File: config.mk
export PLATFORM = sky130hd
export DESIGN_NAME = button_debouncer_multi
export DESIGN_NICKNAME = d
export VERILOG_FILES = /design/src/rtl/button_debouncer_multi.sv
export SDC_FILE = /design/constraint.sdc
export NUM_CORES = 1
export LEC_CHECK = 0
export ABC_CLOCK_PERIOD_IN_PS = 14100
export CAP_MARGIN = 20
export CORE_ASPECT_RATIO = 0.7
export CORE_MARGIN = 2
export CORE_UTILIZATION = 47
export CTS_CLUSTER_SIZE = 25
export DETAILED_ROUTE_END_ITERATION = 7
export PLACE_DENSITY_LB_ADDON = 0.1
export SYNTH_ARGS = -nofsm -noshare
export SYNTH_HDL_FRONTEND = slang
export SYNTH_SLANG_ARGS = --single-unit
File: constraint.sdc
create_clock -name clk -period 14.1 [get_ports clk]
set_clock_uncertainty 0.1 [all_clocks]
set_input_delay 1.41 -clock clk [delete_from_list [all_inputs] [get_ports clk]]
set_output_delay 1.41 -clock clk [all_outputs]
set_load 0.01 [all_outputs]
File: src/rtl/button_debouncer_multi.sv
// Multi-channel push-button debouncer: synchroniser, stability filter and
// edge decode per channel, plus optional long-press and auto-repeat.
module button_debouncer_multi #(
    parameter int NUM_CH          = 5,
    parameter int SYNC_STAGES     = 2,
    parameter int DEBOUNCE_CYCLES = 65536,
    parameter int HOLD_CYCLES     = 50000000,
    parameter int REPEAT_CYCLES   = 10000000,
    parameter bit REPEAT_EN       = 1'b1
) (
    input  logic              clk,
    input  logic              rst,
    input  logic [NUM_CH-1:0] btn_in,
    output logic [NUM_CH-1:0] btn_out,
    output logic [NUM_CH-1:0] btn_rise,
    output logic [NUM_CH-1:0] btn_fall,
    output logic [NUM_CH-1:0] btn_held,
    output logic [NUM_CH-1:0] btn_repeat
);

    localparam int DW = $clog2(DEBOUNCE_CYCLES + 1);
    localparam logic [DW-1:0] DB_LAST = DW'(DEBOUNCE_CYCLES - 1);

    typedef enum logic [1:0] {IDLE, PRESS, HELD} hstate_t;

    for (genvar i = 0; i < NUM_CH; i++) begin : g_ch
        logic [SYNC_STAGES-1:0] sync_q;
        logic [DW-1:0]          db_cnt;
        logic                   s;
        logic                   out_q;
        logic                   rise_q;
        logic                   fall_q;
        logic                   accept;
        logic                   rise_now;
        logic                   fall_now;
        logic                   held_w;
        logic                   rep_w;

        assign s        = sync_q[SYNC_STAGES-1];
        assign accept   = (s != out_q) && (db_cnt == DB_LAST);
        assign rise_now = accept && s;
        assign fall_now = accept && !s;

        always_ff @(posedge clk or posedge rst) begin
            if (rst) begin
                sync_q <= '0;
                db_cnt <= '0;
                out_q  <= 1'b0;
                rise_q <= 1'b0;
                fall_q <= 1'b0;
            end else begin
                sync_q <= {sync_q[SYNC_STAGES-2:0], btn_in[i]};
                rise_q <= rise_now;
                fall_q <= fall_now;
                if (s == out_q) begin
                    db_cnt <= '0;
                end else if (accept) begin
                    out_q  <= s;
                    db_cnt <= '0;
                end else begin
                    db_cnt <= db_cnt + DW'(1);
                end
            end
        end

        if (REPEAT_EN) begin : g_hold
            localparam int HW = $clog2(HOLD_CYCLES + 1);
            localparam int RW = $clog2(REPEAT_CYCLES + 1);
            localparam logic [HW-1:0] HOLD_LAST = HW'(HOLD_CYCLES - 1);
            localparam logic [RW-1:0] REP_LAST  = RW'(REPEAT_CYCLES - 1);

            hstate_t       state_q;
            hstate_t       state_d;
            logic [HW-1:0] hold_cnt;
            logic [RW-1:0] rep_cnt;
            logic          rep_q;
            logic          rep_d;
            logic          hold_done;
            logic          rep_done;

            assign hold_done = hold_cnt == HOLD_LAST;
            assign rep_done  = rep_cnt == REP_LAST;

            always_ff @(posedge clk or posedge rst) begin
                if (rst) begin
                    state_q  <= IDLE;
                    hold_cnt <= '0;
                    rep_cnt  <= '0;
                    rep_q    <= 1'b0;
                end else begin
                    state_q <= state_d;
                    rep_q   <= rep_d;
                    if (state_q == PRESS && state_d == PRESS)
                        hold_cnt <= hold_cnt + HW'(1);
                    else
                        hold_cnt <= '0;
                    if (state_q == HELD && state_d == HELD)
                        rep_cnt <= rep_done ? '0 : rep_cnt + RW'(1);
                    else
                        rep_cnt <= '0;
                end
            end

            // A debounced release wins over every other transition.
            always_comb begin
                state_d = state_q;
                unique case (state_q)
                    IDLE:    if (rise_now) state_d = PRESS;
                    PRESS:   if (hold_done) state_d = HELD;
                    HELD:    state_d = HELD;
                    default: state_d = IDLE;
                endcase
                if (fall_now) state_d = IDLE;
            end

            always_comb begin
                rep_d = 1'b0;
                if (state_d == HELD)
                    rep_d = (state_q == PRESS) || (state_q == HELD && rep_done);
            end

            assign held_w = state_q == HELD;
            assign rep_w  = rep_q;
        end else begin : g_nohold
            assign held_w = 1'b0;
            assign rep_w  = 1'b0;
        end

        assign btn_out[i]    = out_q;
        assign btn_rise[i]   = rise_q;
        assign btn_fall[i]   = fall_q;
        assign btn_held[i]   = held_w;
        assign btn_repeat[i] = rep_w;
    end

endmodule

-- Word level (Yosys, flattened, before mapping)
Cells that the tools add are included.
- input port bits: 7
- output and inout bits: 25
- word-level logic and storage cells: 210
- bits in registers: 375
- add/sub/neg operators: 15
- eq/ne operators: 45
- muxes and demuxes: 50
- reductions and logical operators: 50
- bitwise gates (word level): 5
- operators with widths (kind ; count):
    24-bit two-way mux ; 10
    17-bit two-way mux ; 10
    26-bit by 1-bit adder with 26-bit output, second input constant ; 5
    26-bit == test, second input constant ; 5
    26-bit two-way mux ; 5
    24-bit by 1-bit adder with 24-bit output, second input constant ; 5
    24-bit == test, second input constant ; 5
    17-bit by 1-bit adder with 17-bit output, second input constant ; 5
    17-bit by 16-bit == test with 1-bit output, second input constant ; 5
    1-bit logical AND ; 30
    2-bit two-way mux ; 15
    2-bit case mux with 3 select lines ; 5
    2-bit by 1-bit == test with 1-bit output, second input constant ; 10
    2-bit == test, second input constant ; 10
    2-bit zero test ; 5
    2-bit AND reduction ; 5
    1-bit == test ; 5
    1-bit zero test ; 5
    1-bit logical OR ; 5
    1-bit two-way mux ; 5
    1-bit != test ; 5
    1-bit NOT ; 5

-- Depth between registers and ports, before layout
Gate-level depths: netlist of run 1.
- depth in word-level cells: 9
- depth in mapped cells: 9
- depth with buffers taken out: 6

-- Least setup slack after synthesis of run 1
No wires, ideal clock.
- kind: flip-flop to output port
- from: register g_ch[3].g_hold.state_q[0]
- to: output port btn_held[3]
- setup slack: 11.743 ns
- data arrival time: 0.847 ns
- path buffers: 1
- data required time: 12.590 ns
- stages on the path, launching flop included: 3
- cells stage by stage: dfrtp_1 nor2b_1 buf_4
- cells in the longest elaborated chain, start to end: 1
- RTL lines (item ; line ; text):
    start: declaration ; 72 ; hstate_t state_q;
    start signal: assignment ; 91 ; state_q <= state_d;
    2-bit == test ; 122 ; assign held_w = state_q == HELD;
    end: declaration ; 17 ; output logic [NUM_CH-1:0] btn_held,
No other way between the ends.

-- Worst setup path after layout of run 1
Ends and elaborated chain as after synthesis.

==> results.sh, run 1 <==
export IMPL_hold_ws_ns=0.248
export IMPL_run_status="finished, final reports clean"
export IMPL_grt_pass1_vias=12000
export IMPL_finalCoreUtilization=0.532
export IMPL_cpPeakStageDelay_ns=0.62
export IMPL_core_footprint_um2=37400
export IMPL_synth_area_leader_cell="sky130_fd_sc_hd__dfrtp_1"
export IMPL_hpwlAfterDp_um=21100
export IMPL_max_slew_worst_pin_slew_ns=1.07
export IMPL_yosysMostFrequentCell="sky130_fd_sc_hd__nor2_1"
export IMPL_cts_reportedPaths_clkPinSlew_ns=0.06
export IMPL_postSynth_topFlopCell="sky130_fd_sc_hd__dfrtp_1"
export IMPL_finish_net_count=1835
export IMPL_synth_lib_cells_used_distinct=58
export IMPL_number_of_antenna_violations_at_the_first_check_in_global_routing=0
export IMPL_setup_tns_ns=0
export IMPL_synth_async_reset_ratio=1.00
export IMPL_numClockSinks=375
export IMPL_post_cts_hold_buffer_count=0
export IMPL_gp_congestion=0.767
export IMPL_insertedDiodeCount=0
export IMPL_cts_buffers=39
export IMPL_cap_violations=0
export IMPL_critical_path_peak_fanout=5
export IMPL_routedWlPerCell_um=14.1
export IMPL_clock_tree_htree_level_count=2
export IMPL_synth_top_cells_by_count="sky130_fd_sc_hd__nor2_1, sky130_fd_sc_hd__dfrtp_1, sky130_fd_sc_hd__xor2_1"
export IMPL_total_wire_length_um=32700
export IMPL_final_period_utilization=0.242
export IMPL_gr_total_overflow=0
export IMPL_port_buffers=31
export IMPL_die_y_um=167
export IMPL_synth_area_per_cell_um2=9.95
export IMPL_first_iter_violations=855
export IMPL_starting_density_of_the_core=0.479
export IMPL_clock_path_buffers=3
export IMPL_critPathArrivalTime_ns=1.91
export IMPL_vdd_ir_drop_max_mv=0.0877
export IMPL_width_of_the_die_um=237
export IMPL_grtUsageTotal=0.172
export IMPL_timing_final_crit_period_ns=3.42
export IMPL_fp_row_count=59
export IMPL_grt_start_max_net_pins=128
export IMPL_vias_per_cell=5.23
export IMPL_crit_path_cell_trace="nor2b_1, clkdlybuf4s50_1"
export IMPL_ctsRootBufferMaster="sky130_fd_sc_hd__clkbuf_16"
export IMPL_dieArea_um2=39700
export IMPL_synth_top_area_frac=0.524
export IMPL_resize_count_post_cts=0
export IMPL_grt_pass1_wl_um=58400
export IMPL_path_class="flip-flop to primary output"
export IMPL_drtAntennaViolNets=0
export IMPL_postPlaceCellArea_um2=18400
export IMPL_relSlewSlack=0.278
export IMPL_crit_slowest_cell="sky130_fd_sc_hd__clkdlybuf4s50_1"
export IMPL_num_vias=12200
export IMPL_insertion_delay_ns=0.53
export IMPL_hold_viol=0
export IMPL_numPlacedInstances=2258
export IMPL_critical_path_endpoint_type="primary output"
export IMPL_finish_cell_count_without_fillers=2329
export IMPL_largest_delay_share_family_worst_path="buffers and inverters"
export IMPL_required_ns=12.59
export IMPL_synth_top_cells_by_area="sky130_fd_sc_hd__dfrtp_1, sky130_fd_sc_hd__xor2_1, sky130_fd_sc_hd__nor2_1"
export IMPL_syn_cell_area_um2=17900
export IMPL_yosys_register_bits=375
export IMPL_synthCells=1799
export IMPL_timing_critical_path_buf_inv=1
export IMPL_number_of_enable_flip_flop_cells_after_synthesis=0
export IMPL_power_density_cell_area_nw_per_um2=113
export IMPL_drv_slew=0
export IMPL_tritoncts="built"
export IMPL_design_area_um2=19900
export IMPL_io_pins=32
export IMPL_synth_yosys_seq_area_share=0.524
export IMPL_rsz_0062_raised_after_global_routing="false"
export IMPL_final_setup_viol_count=0
export IMPL_post_cts_repair_setup_buffers=0
export IMPL_detail_route_first_pass_iterations=5
export IMPL_p_leak_nw=8.15
export IMPL_layout_area_overhead_vs_synth_pct=11.1
export IMPL_hold_class="flip-flop to flip-flop"
export IMPL_setup_worst_path_start_class="flip-flop"
export IMPL_timing_fmax_mhz=293
export IMPL_fraction_of_layout_cells_with_a_size_suffix_above_1=0.0543
export IMPL_synth_warning_count=0
export IMPL_synthesis_nets=1821
export IMPL_drc_errors=0
-- flip-flops by register name, indices dropped and copies added, names as in the netlist --
name,flops
g_ch.fall_q,5
g_ch.sync_q,10
g_ch.g_hold.rep_cnt,120
g_ch.db_cnt,85
g_ch.out_q,5
g_ch.g_hold.rep_q,5
g_ch.g_hold.state_q,10
g_ch.rise_q,5
g_ch.g_hold.hold_cnt,130
-- power by group --
part / leakage [nW] / total, mW / switching, mW / internal, mW
Clock: 0.707 / 1.14 / 0.417 / 0.719
Combinational: 2.24 / 0.0340 / 0.0275 / 0.00647
Sequential: 5.21 / 1.09 / 0.00497 / 1.08
Total: 8.15 / 2.26 / 0.449 / 1.81
-- cell type report --
class,instances,area (µm²)
fillers,3295,17500
flip-flops and latches,375,9380
multi-input cells,1324,7940
clock buffers,55,1160
well taps,488,611
repair buffers,41,380
clock inverters,14,274
inverters,32,128
-- path summary, 6_finish.rpt --
| check | start | endpoint | slack, ns | cells after the start |
|---|---|---|---|---|
| hold / removal | g_ch[1].sync_q[0] | g_ch[1].sync_q[1] | 0.25 | 0 |
| setup reg to reg | g_ch[4].db_cnt[0] | g_ch[4].g_hold.hold_cnt[20] | 11.17 | 6 |
| max in group asynchronous | rst | g_ch[2].db_cnt[6] | 10.99 | 3 |
| setup / recovery | g_ch[3].g_hold.state_q[0] | btn_held[3] | 10.68 | 2 |
| hold reg to reg | g_ch[1].sync_q[0] | g_ch[1].sync_q[1] | 0.25 | 0 |
| min in group asynchronous | rst | g_ch[3].sync_q[1] | 1.36 | 2 |
-- per-stage QoR --
stage | power (mW) | worst slack, ns
after global routing | 2.34 | 10.58
after detailed placement | 1.14 | 10.32
after global placement | 1.14 | 10.33
after CTS | 2.30 | 10.64
final | 2.26 | 10.68
after floorplan | 1.13 | 2.17
-- logic make-up after synthesis --
group	count (synthesis)	synth area share
and+or+nand+nor	973	0.271
adders and majority gates	15	0.0105
DFF	375	0.524
AOI/OAI and AO/OA	35	0.0145
buffers and inverters	100	0.0319
xor gates and xnor gates	300	0.147
muxes	1	0.000629
-- per-layer routing --
metal  GRT usage  wire, µm  up-vias
met5           0         0        -
met3      0.0272       957       41
met2       0.247     13500      123
met1       0.271     17700     5889
met4      0.0416       541        0
li1            -         -     6130
-- layout by cell type (no fill, tap or decap), drive strengths merged, types with 5 or more instances in the layout --
cell	count
nor2	392
dfrtp	375
xor2	198
nand3	147
nand2	106
xnor2	102
nand4	81
and3	59
clkbuf	56
and4	34
nor4	33
inv	32
clkdlybuf4s50	31
nor3	26
ha	15
nor4b	12
or3	11
nand2b	10
a21oi	10
or4	10
buf	9
o21ai	9
bufinv	8
and2	8
or2	8
nor2b	7
nand4b	6
nand3b	6
clkinv	6
or3b	6
a31oi	5
or4b	5
Power figures use the tool's default switching activity.
==> run 2: changes to the inputs <==
--- a/config.mk
+++ b/config.mk
@@ -5,7 +5,7 @@
 export SDC_FILE = /design/constraint.sdc
 export NUM_CORES = 1
 export LEC_CHECK = 0
-export ABC_CLOCK_PERIOD_IN_PS = 14100
+export ABC_CLOCK_PERIOD_IN_PS = 3000
 export CAP_MARGIN = 20
 export CORE_ASPECT_RATIO = 0.7
 export CORE_MARGIN = 2
==> constraint.sdc (replaced) <==
create_clock -name clk -period 3 [get_ports clk]
set_clock_uncertainty 0.1 [all_clocks]
set_input_delay 0.3 -clock clk [delete_from_list [all_inputs] [get_ports clk]]
set_output_delay 0.3 -clock clk [all_outputs]
set_load 0.01 [all_outputs]
==> results.sh, run 2 (synthesized netlist as in run 1, its figures left out) <==
export IMPL_run_status="finished, final reports clean"
export IMPL_tritoncts="built"
export IMPL_fp_row_count=59
export IMPL_path_class="flip-flop to flip-flop"
export IMPL_insertedDiodeCount=0
export IMPL_insertion_delay_ns=0.54
export IMPL_resize_count_post_cts=0
export IMPL_grtUsageTotal=0.171
export IMPL_gr_total_overflow=0
export IMPL_post_cts_hold_buffer_count=0
export IMPL_p_leak_nw=8.20
export IMPL_finalCoreUtilization=0.535
export IMPL_combined_area_of_the_multi_input_logic_cells_um2=7940
export IMPL_critPathArrivalTime_ns=2.81
export IMPL_required_ns=3.30
export IMPL_regToRegEndpoint="g_ch[3].g_hold.rep_cnt[19]"
export IMPL_first_iter_violations=737
export IMPL_layout_area_overhead_vs_synth_pct=11.6
export IMPL_final_common_cell="sky130_fd_sc_hd__nor2_1"
export IMPL_final_period_utilization=0.837
export IMPL_hold_viol=0
export IMPL_cts_buffers=39
export IMPL_max_reg_flops=130
export IMPL_vias_per_cell=5.17
export IMPL_n_fill_cell=3329
export IMPL_hpwlAfterDp_um=21400
export IMPL_largest_register="g_ch.g_hold.hold_cnt"
export IMPL_sw_frac_of_total=0.205
export IMPL_finish_net_count=1854
export IMPL_vdd_ir_drop_max_mv=0.406
export IMPL_fraction_of_layout_cells_with_a_size_suffix_above_1=0.0630
export IMPL_register_to_register_path_setup_slack_ns=0.49
export IMPL_clock_tree_htree_level_count=2
export IMPL_total_wire_length_um=32400
export IMPL_timing_final_crit_period_ns=2.51
export IMPL_setup_worst_path_start_class="flip-flop"
export IMPL_critical_path_endpoint_type="flip-flop"
export IMPL_drtAntennaViolNets=0
export IMPL_gp_congestion=0.786
export IMPL_die_y_um=167
export IMPL_timing_fmax_mhz=398
export IMPL_hold_ws_ns=0.101
export IMPL_routedWlPerCell_um=13.8
export IMPL_area_sequential_um2=9380
export IMPL_clock_network_fraction_of_design_power=0.490
export IMPL_grt_pass1_wl_um=58100
export IMPL_width_of_the_die_um=237
export IMPL_numClockSinks=375
export IMPL_relSlewSlack=0.468
export IMPL_power_net_switching_mw=2.12
export IMPL_share_seq_of_total_power=0.493
export IMPL_detail_route_first_pass_iterations=5
export IMPL_core_footprint_um2=37400
export IMPL_dieArea_um2=39700
export IMPL_critical_path_peak_fanout=18
export IMPL_max_slew_worst_pin_slew_ns=0.786
export IMPL_hold_path_endpoint="g_ch[4].sync_q[0]"
export IMPL_final_setup_viol_count=0
export IMPL_grt_start_max_net_pins=112
export IMPL_reg_largest_list="g_ch.g_hold.hold_cnt: 130 flops, g_ch.g_hold.rep_cnt: 120 flops, g_ch.db_cnt: 85 flops"
export IMPL_place_ws_ns=0.471
export IMPL_drc_errors=0
export IMPL_num_vias=12100
export IMPL_drv_slew=0
export IMPL_cap_violations=0
export IMPL_hold_class="input pin to flip-flop"
export IMPL_rsz_0062_raised_after_global_routing="false"
export IMPL_timing_reg2reg_worst_path_depth=6
export IMPL_internal_power_mw=8.22
export IMPL_combinationalPowerShare=0.017
export IMPL_port_buffers=31
export IMPL_min_from="btn_in[4]"
export IMPL_starting_density_of_the_core=0.479
export IMPL_grt_pass1_vias=12000
export IMPL_postLayoutSetupSlackWorst_ns=0.489
export IMPL_min_delay_path_depth=1
export IMPL_cts_reportedPaths_clkPinSlew_ns=0.06
export IMPL_worst_r2r_startpoint="g_ch[3].db_cnt[0]"
export IMPL_most_common_layout_cells="sky130_fd_sc_hd__nor2_1, sky130_fd_sc_hd__dfrtp_1, sky130_fd_sc_hd__xor2_1, sky130_fd_sc_hd__nand3_1, sky130_fd_sc_hd__nand2_1"
export IMPL_ctsRootBufferMaster="sky130_fd_sc_hd__clkbuf_16"
export IMPL_clock_path_buffers=3
export IMPL_io_pins=32
export IMPL_setup_tns_ns=0
export IMPL_post_cts_repair_setup_buffers=0
export IMPL_power_density_cell_area_nw_per_um2=518
export IMPL_number_of_antenna_violations_at_the_first_check_in_global_routing=0
-- run 2: changes by cell type in the layout (fill, tap and decap cells not counted), sizes merged --
cell / delta
clkbuf: +2
clkinv: -4
clkinvlp: +3
buf: +20
bufinv: -4
-- run 2: worst max-delay path: stages (launching register included) --
cell and delay, ns:
sky130_fd_sc_hd__dfrtp_1 0.38, sky130_fd_sc_hd__ha_1 0.21, sky130_fd_sc_hd__nand4_1 0.23, sky130_fd_sc_hd__or3_1 0.50, sky130_fd_sc_hd__o41ai_4 0.43, sky130_fd_sc_hd__or2_2 0.43, sky130_fd_sc_hd__nor2_1 0.09
-- run 2: metal layers --
metal  GRT usage  wire, µm
met1       0.269     17900
met2       0.243     12900
met3      0.0303      1100
met4      0.0418       498
met5           0         0
-- run 2: final cells by class --
type,instances,area share
Sequential cell,375,0.470
Multi-Input combinational cell,1324,0.398
Clock buffer,58,0.0601
Tap cell,488,0.0306
Timing Repair Buffer,60,0.0283
Clock inverter,9,0.00770
Inverter,32,0.00620
-- run 2: power by group through the flow --
stage	Combinational [mW]	Clock (mW)	Sequential (mW)
final	0.171	5.07	5.10
after global routing	0.206	5.47	5.10
after CTS	0.184	5.25	5.10
after detailed placement	0.183	0	5.20
after global placement	0.183	0	5.20
after floorplan	0.116	0	5.20
-- run 2: per-stage QoR --
stage | cell area (µm²) | total power [mW] | instances
after CTS | 20000 | 10.5 | 2346
after global placement | 18600 | 5.38 | 2279
after global routing | 20000 | 10.8 | 2346
after detailed placement | 18600 | 5.38 | 2279
after floorplan | 17900 | 5.31 | 1799
final | 20000 | 10.3 | 2346
-- run 2: worst max path at each step --
stage | start | endpoint | slack (ns) | depth (start not counted)
after CTS | g_ch[3].db_cnt[0] | g_ch[3].g_hold.rep_cnt[0] | 0.47 | 6
after global placement | g_ch[0].db_cnt[0] | g_ch[0].g_hold.hold_cnt[24] | 0.59 | 6
after detailed placement | g_ch[3].db_cnt[0] | g_ch[3].g_hold.rep_cnt[11] | 0.47 | 6
after global routing | g_ch[0].db_cnt[0] | g_ch[0].g_hold.hold_cnt[18] | 0.28 | 6
after floorplan | rst | g_ch[0].db_cnt[0] | -2.44 | 1
final | g_ch[3].db_cnt[0] | g_ch[3].g_hold.rep_cnt[19] | 0.49 | 6
==> RTL change 1 (settings of run 2) <==
Make the reset (`rst`) synchronous in 2 clocked blocks.
--- a/src/rtl/button_debouncer_multi.sv
+++ b/src/rtl/button_debouncer_multi.sv
@@ -43,3 +43,3 @@
 
-        always_ff @(posedge clk or posedge rst) begin
+        always_ff @(posedge clk) begin
             if (rst) begin
@@ -83,3 +83,3 @@
 
-            always_ff @(posedge clk or posedge rst) begin
+            always_ff @(posedge clk) begin
                 if (rst) begin
Function: same outputs for any inputs over 10 cycles, from zero or initial values and one cycle with rst high; that may be too few to reach the edited logic, so the function may still have changed.
==> RTL change 1 against run 2 <==
Final area shrank 5.4%. Sequential cell count is the same. Non-clock buffer count shrank 1. Sequential share of layout area shrank 7.2 points. Synthesized area shrank 5.7%. Via count grew 12%. Worst hold slack lost 0.020 ns. Count of clock-buffer cells in the layout shrank 3. Setup slack lost 0.25 ns. Die area shrank 5.6%. Routed wire length grew 6.9%. Critical path type unchanged.
Power is not compared: it rests on default switching activity, and its combinational part moved more than twofold at a synthesized area within 25%.
==> RTL change 1: results (changes against run 2) <==
[place]
gp_routability_congestion = 0.804  ; +2.3%
dp.final_hpwl_um = 23400  ; +9.7%
io_buffer_count = 31  ; unchanged
dp_slack_ns = 0.206  ; -0.265 ns
area_after_detailed_placement_um2 = 17600  ; -5.5%

[hold_path]
worstHoldEndpoint = g_ch[4].out_q
worst_hold_path_type = in2reg
hold_depth = 2  ; +1
hold_start = rst

[power]
power.leakage_nw = 5.38
power.switching_fraction_pct = 20.3
vdd_ir_drop_max_mv = 0.417

[detailed_routing]
dr.first_iter.drc_count = 909  ; +23%
dr_total_vias = 13590  ; +12%
drtPass1Iterations = 5  ; unchanged
drt-wirelength-per-cell_um = 14.0  ; +1.4%

[clock_network]
cts.reportedPaths.clkPinSlew_ns = 0.06  ; about the same
cts_root_buffer = sky130_fd_sc_hd__clkbuf_16
number_of_h_tree_branching_levels = 2  ; unchanged
numCtsBuffers = 40  ; +2.6%
worstSkewPairLatency_ns = 0.55
ctsLongestPathBuffers = 3  ; unchanged

[finish]
antenna_cells = 0  ; unchanged
drive_above_1_share_pct = 5.92  ; -0.38 points
fin_util_pct = 53.0  ; -0.44 points
count_of_fill_cells_added_during_filler_insertion = 3341  ; +0.36%
num-nets-final = 1994  ; +7.6%
reg.largest.list = g_ch.g_hold.hold_cnt: 130 flops, g_ch.g_hold.rep_cnt: 120 flops, g_ch.db_cnt: 85 flops

[synth]
yosysUniqueCellTypes = 56  ; -3.4%
largest_cells_by_area_after_synthesis = sky130_fd_sc_hd__dfxtp_1, sky130_fd_sc_hd__xnor2_1, sky130_fd_sc_hd__nor2_1
yosysSeqAreaShare_pct = 44.5  ; -8.0 points
synth-adder-area-share_pct = 1.48  ; +0.43 points
synth-compound-area-share_pct = 9.75  ; +8.3 points
synth_warnings = 0  ; unchanged
synthArstFlopShare_pct = 0  ; -100 points
post_synth_mux_area_share_pct = 0.119  ; +0.056 points
synth_xor_area_share_pct = 9.50  ; -5.2 points
yosys-top-cells-count = sky130_fd_sc_hd__dfxtp_1, sky130_fd_sc_hd__nor2_1, sky130_fd_sc_hd__xnor2_1

[critical_path]
crit_arrival_ns = 3.08  ; +0.27 ns
critical-path-slowest-cell = sky130_fd_sc_hd__or4_1
ff2ff_path_depth = 10  ; +4
ff2ff_setup_slack_ns = 0.24  ; -0.25 ns
rr_startpoint = g_ch[1].db_cnt[0]
critical_path_class = reg2reg
cp_max_fo = 26  ; +8
stage_delay_of_the_slowest_cell_on_the_critical_path_ns = 0.57  ; +0.07 ns
cp-endpoint = g_ch[1].g_hold.hold_cnt[14]

[sta]
fin_crit_ns = 2.76  ; +0.250 ns
max-slew-margin-rel_pct = 44.5  ; -2.4 points

[grt]
grt_antenna_before_repair = 0  ; unchanged
gr-usage-all-layers_pct = 18.6  ; +1.5 points
largest_net_degree_at_the_start_of_global_routing = 27  ; -76%
grt_pass1_vias = 12373  ; +2.9%
wire_length_of_the_first_global_routing_pass_um = 59500  ; +2.4%

[run_status]
run_status = completed

RTL change 1: cell types whose count changed after synthesis, sizes merged, moves of 33 or more:
cell and delta:
clkbuf +48, or4 +51, or3 +71, inv +38, nor3 +60, o31ai +41, o21ai +71, nand3 -33
dfxtp +375, xor2 -129, nor2 -194, a21oi +84, dfrtp -375
RTL change 1: per-stage QoR:
stage          std cells  power (W)  hold WS (ns)
2_1_floorplan       1961    0.00513         0.304
3_3_place_gp        2405    0.00515         0.319
3_5_place_dp        2405    0.00515         0.326
4_1_cts             2474     0.0101        0.0572
5_1_grt             2474     0.0103        0.0874
6_report            2474    0.00996        0.0816
RTL change 1: power by group through the flow:
stage	clock network (W)	logic (W)	registers (W)
after floorplan	0	0.0000271	0.00510
after global placement	0	0.0000514	0.00510
after detailed placement	0	0.0000513	0.00510
after CTS	0.00508	0.0000516	0.00499
after global routing	0.00530	0.0000555	0.00499
final	0.00492	0.0000503	0.00499
RTL change 1: worst max-delay path, delay by kind of cell, from the launching register on:
family                   cells  cell delay (ns)
adder cells (fa/ha/maj)      2             0.50
flip-flops                   1             0.39
buffers and inverters        2             0.39
AO/OA/AOI/OAI                1             0.08
AND/OR/NAND/NOR              5             1.19
RTL change 1: routing by layer:
layer,global-route usage (%),up-vias,wire length [um]
li1,-,7097,-
met1,27.4,6284,18300
met2,28.0,158,14600
met3,3.05,51,1170
met4,5.01,0,631
met5,0,-,0
RTL change 1: repair_timing:
action,4_1_cts,5_1_grt
setup buffers,0,0
gates resized for setup,0,1
hold buffers,0,0
endpoints found under the setup margin,0,18
RTL change 1: layout make-up:
type / instances / area share (%)
sequential: 375 / 39.7
inverter: 70 / 1.39
clock inverter: 14 / 0.834
clock buffer: 55 / 6.08
timing repair buffer: 59 / 2.86
tap: 480 / 3.18
multi-input combinational: 1421 / 45.9
==> RTL change 2 (settings of run 2) <==
Without the edit above. Set the parameter `REPEAT_EN` to 1'b0 (it was 1'b1).
--- a/src/rtl/button_debouncer_multi.sv
+++ b/src/rtl/button_debouncer_multi.sv
@@ -8,3 +8,3 @@
     parameter int REPEAT_CYCLES   = 10000000,
-    parameter bit REPEAT_EN       = 1'b1
+    parameter bit REPEAT_EN       = 1'b0
 ) (
Formal check against the unedited RTL: same outputs for any inputs over 10 cycles, from zero or initial values and one cycle with rst high; that may be too few to reach the edited logic, so the function may still have changed.
==> RTL change 2 against run 2 <==
Routed wire length shrank 73%. Final area is 72% lower. Total power decreased by 72%. Synthesized area fell by 71%. Non-clock buffer count is 37 lower. Sequential cell count is 265 lower. Via count is 72% lower. Setup slack gained 0.33 ns. Clock power decreased by 75%. Highest routed layer unchanged.
==> RTL change 2: results (changes against run 2) <==
[run_status]
run_status = completed

[finish]
reg.largest.list = g_ch.db_cnt: 85 flops, g_ch.sync_q: 10 flops
num-nets-final = 511  ; -72%
antenna_cells = 0  ; unchanged
count_of_fill_cells_added_during_filler_insertion = 926  ; -72%
drive_above_1_share_pct = 6.94  ; +0.65 points

[detailed_routing]
drtPass1Iterations = 4  ; -1
dr.first_iter.drc_count = 164  ; -78%
dr_total_vias = 3398  ; -72%
totalWireLength_um = 8900  ; -73%

[hold_path]
worst_hold_path_type = in2async

[synth]
synth_xor_area_share_pct = 11.6  ; -3.1 points
largest_cells_by_area_after_synthesis = sky130_fd_sc_hd__dfrtp_1, sky130_fd_sc_hd__xnor2_1, sky130_fd_sc_hd__nor2_1
yosysSeqAreaShare_pct = 53.5  ; +1.1 points
synth-compound-area-share_pct = 3.26  ; +1.8 points
synth-adder-area-share_pct = 1.22  ; +0.17 points
post_synth_mux_area_share_pct = 1.24  ; +1.2 points
yosys-top-cells-count = sky130_fd_sc_hd__dfrtp_1, sky130_fd_sc_hd__nor2_1, sky130_fd_sc_hd__xnor2_1
yosysUniqueCellTypes = 39  ; -33%
synthArstFlopShare_pct = 100  ; unchanged
synth_warnings = 0  ; unchanged

[place]
area_after_detailed_placement_um2 = 5350  ; -71%
io_buffer_count = 21  ; -32%
dp.final_hpwl_um = 6170  ; -71%
gp_routability_congestion = 0.766  ; -2.6%

[grt]
grt_antenna_before_repair = 0  ; unchanged
wire_length_of_the_first_global_routing_pass_um = 16000  ; -73%
grt_pass1_vias = 3294  ; -73%
largest_net_degree_at_the_start_of_global_routing = 65  ; -42%
gr-usage-all-layers_pct = 17.1  ; +0.035 points

[clock_network]
worstSkewPairLatency_ns = 0.35  ; -0.19 ns
ctsLongestPathBuffers = 2  ; -1
post_cts_buffers = 0  ; unchanged
post_cts_resized = 0  ; unchanged
cts.reportedPaths.clkPinSlew_ns = 0.07
numCtsBuffers = 9  ; -77%
cts_root_buffer = sky130_fd_sc_hd__clkbuf_16
number_of_h_tree_branching_levels = 3  ; +1

[sta]
max-slew-margin-rel_pct = 47.5  ; +0.68 points

[power]
vdd_ir_drop_max_mv = 0.290  ; -29%
power-per-cell-area_nw_per_um2 = 507  ; -2.0%
power.leakage_nw = 2.31  ; -72%

[critical_path]
stage_delay_of_the_slowest_cell_on_the_critical_path_ns = 0.62  ; +0.12 ns
crit_family = simple AND/OR/NAND/NOR gates
cp_max_fo = 15  ; -3
critical-path-slowest-cell = sky130_fd_sc_hd__or4_1
crit_arrival_ns = 2.30  ; -0.51 ns

[RTL change 2: cell count changes after synthesis, sizes merged, moves of 57 or more]
cell	delta
nand2	-82
nor2	-310
dfrtp	-265
nand3	-114
xor2	-177
nand4	-57
[RTL change 2: power by group]
group | switching, W | internal [W] | leakage, nW
combinational | 0.0000671 | 0.0000299 | 0.651
sequential | 0.0000257 | 0.00150 | 1.50
clock | 0.000559 | 0.000687 | 0.156
total | 0.000652 | 0.00222 | 2.31
[RTL change 2: cell type report]
type,instances,share of cell area (%)
sequential,110,48.6
multi-input combinational,346,37.9
clock buffer,10,4.22
timing repair buffer,23,3.98
tap,148,3.27
clock inverter,6,1.35
inverter,9,0.663
[RTL change 2: final timing paths]
kind	start	endpoint	slack, ns	depth (start not counted)
setup / recovery	g_ch[4].db_cnt[0]	g_ch[4].db_cnt[8]	0.82	5
hold / removal	rst	g_ch[3].fall_q	0.07	2
setup reg to reg	g_ch[4].db_cnt[0]	g_ch[4].db_cnt[8]	0.82	5
hold reg to reg	g_ch[1].sync_q[0]	g_ch[1].sync_q[1]	0.25	0
max in group asynchronous	rst	g_ch[1].db_cnt[9]	1.76	3
min in group clk	g_ch[1].sync_q[0]	g_ch[1].sync_q[1]	0.25	0
[RTL change 2: metal layers]
metal / up-vias / GRT usage, % / share of wire, %
li1: 1669 / - / -
met1: 1678 / 25.4 / 54
met2: 40 / 23.9 / 42
met3: 11 / 5.24 / 3.4
met4: 0 / 5.34 / 1.3
met5: - / 0 / 0
[RTL change 2: logic make-up (layout without fill, tap and decap cells)]
logic type / after synthesis / in the layout
AO/OA/AOI/OAI: 24 / 24
other: 1 / 10
XOR/XNOR: 68 / 68
AND/OR/NAND/NOR: 234 / 234
buffers and inverters: 45 / 48
adder cells (fa/ha/maj): 5 / 5
flip-flops: 110 / 110
multiplexers: 5 / 5
[RTL change 2: worst register-to-register path: stages, from the launching register on]
cell and delay, ns:
sky130_fd_sc_hd__dfrtp_1 0.40, sky130_fd_sc_hd__ha_1 0.27, sky130_fd_sc_hd__nand4_1 0.12, sky130_fd_sc_hd__or4_1 0.62, sky130_fd_sc_hd__nand2_1 0.44, sky130_fd_sc_hd__nor2_1 0.11
[RTL change 2: stage by stage]
step | setup slack (ns) | cells | hold slack [ns]
4_1_cts | 0.824 | 652 | 0.0644
5_1_grt | 0.643 | 652 | 0.0919
6_report | 0.817 | 652 | 0.0726
2_1_floorplan | 1.01 | 501 | 0.231
3_3_place_gp | 0.920 | 636 | 0.234
3_5_place_dp | 0.838 | 636 | 0.236
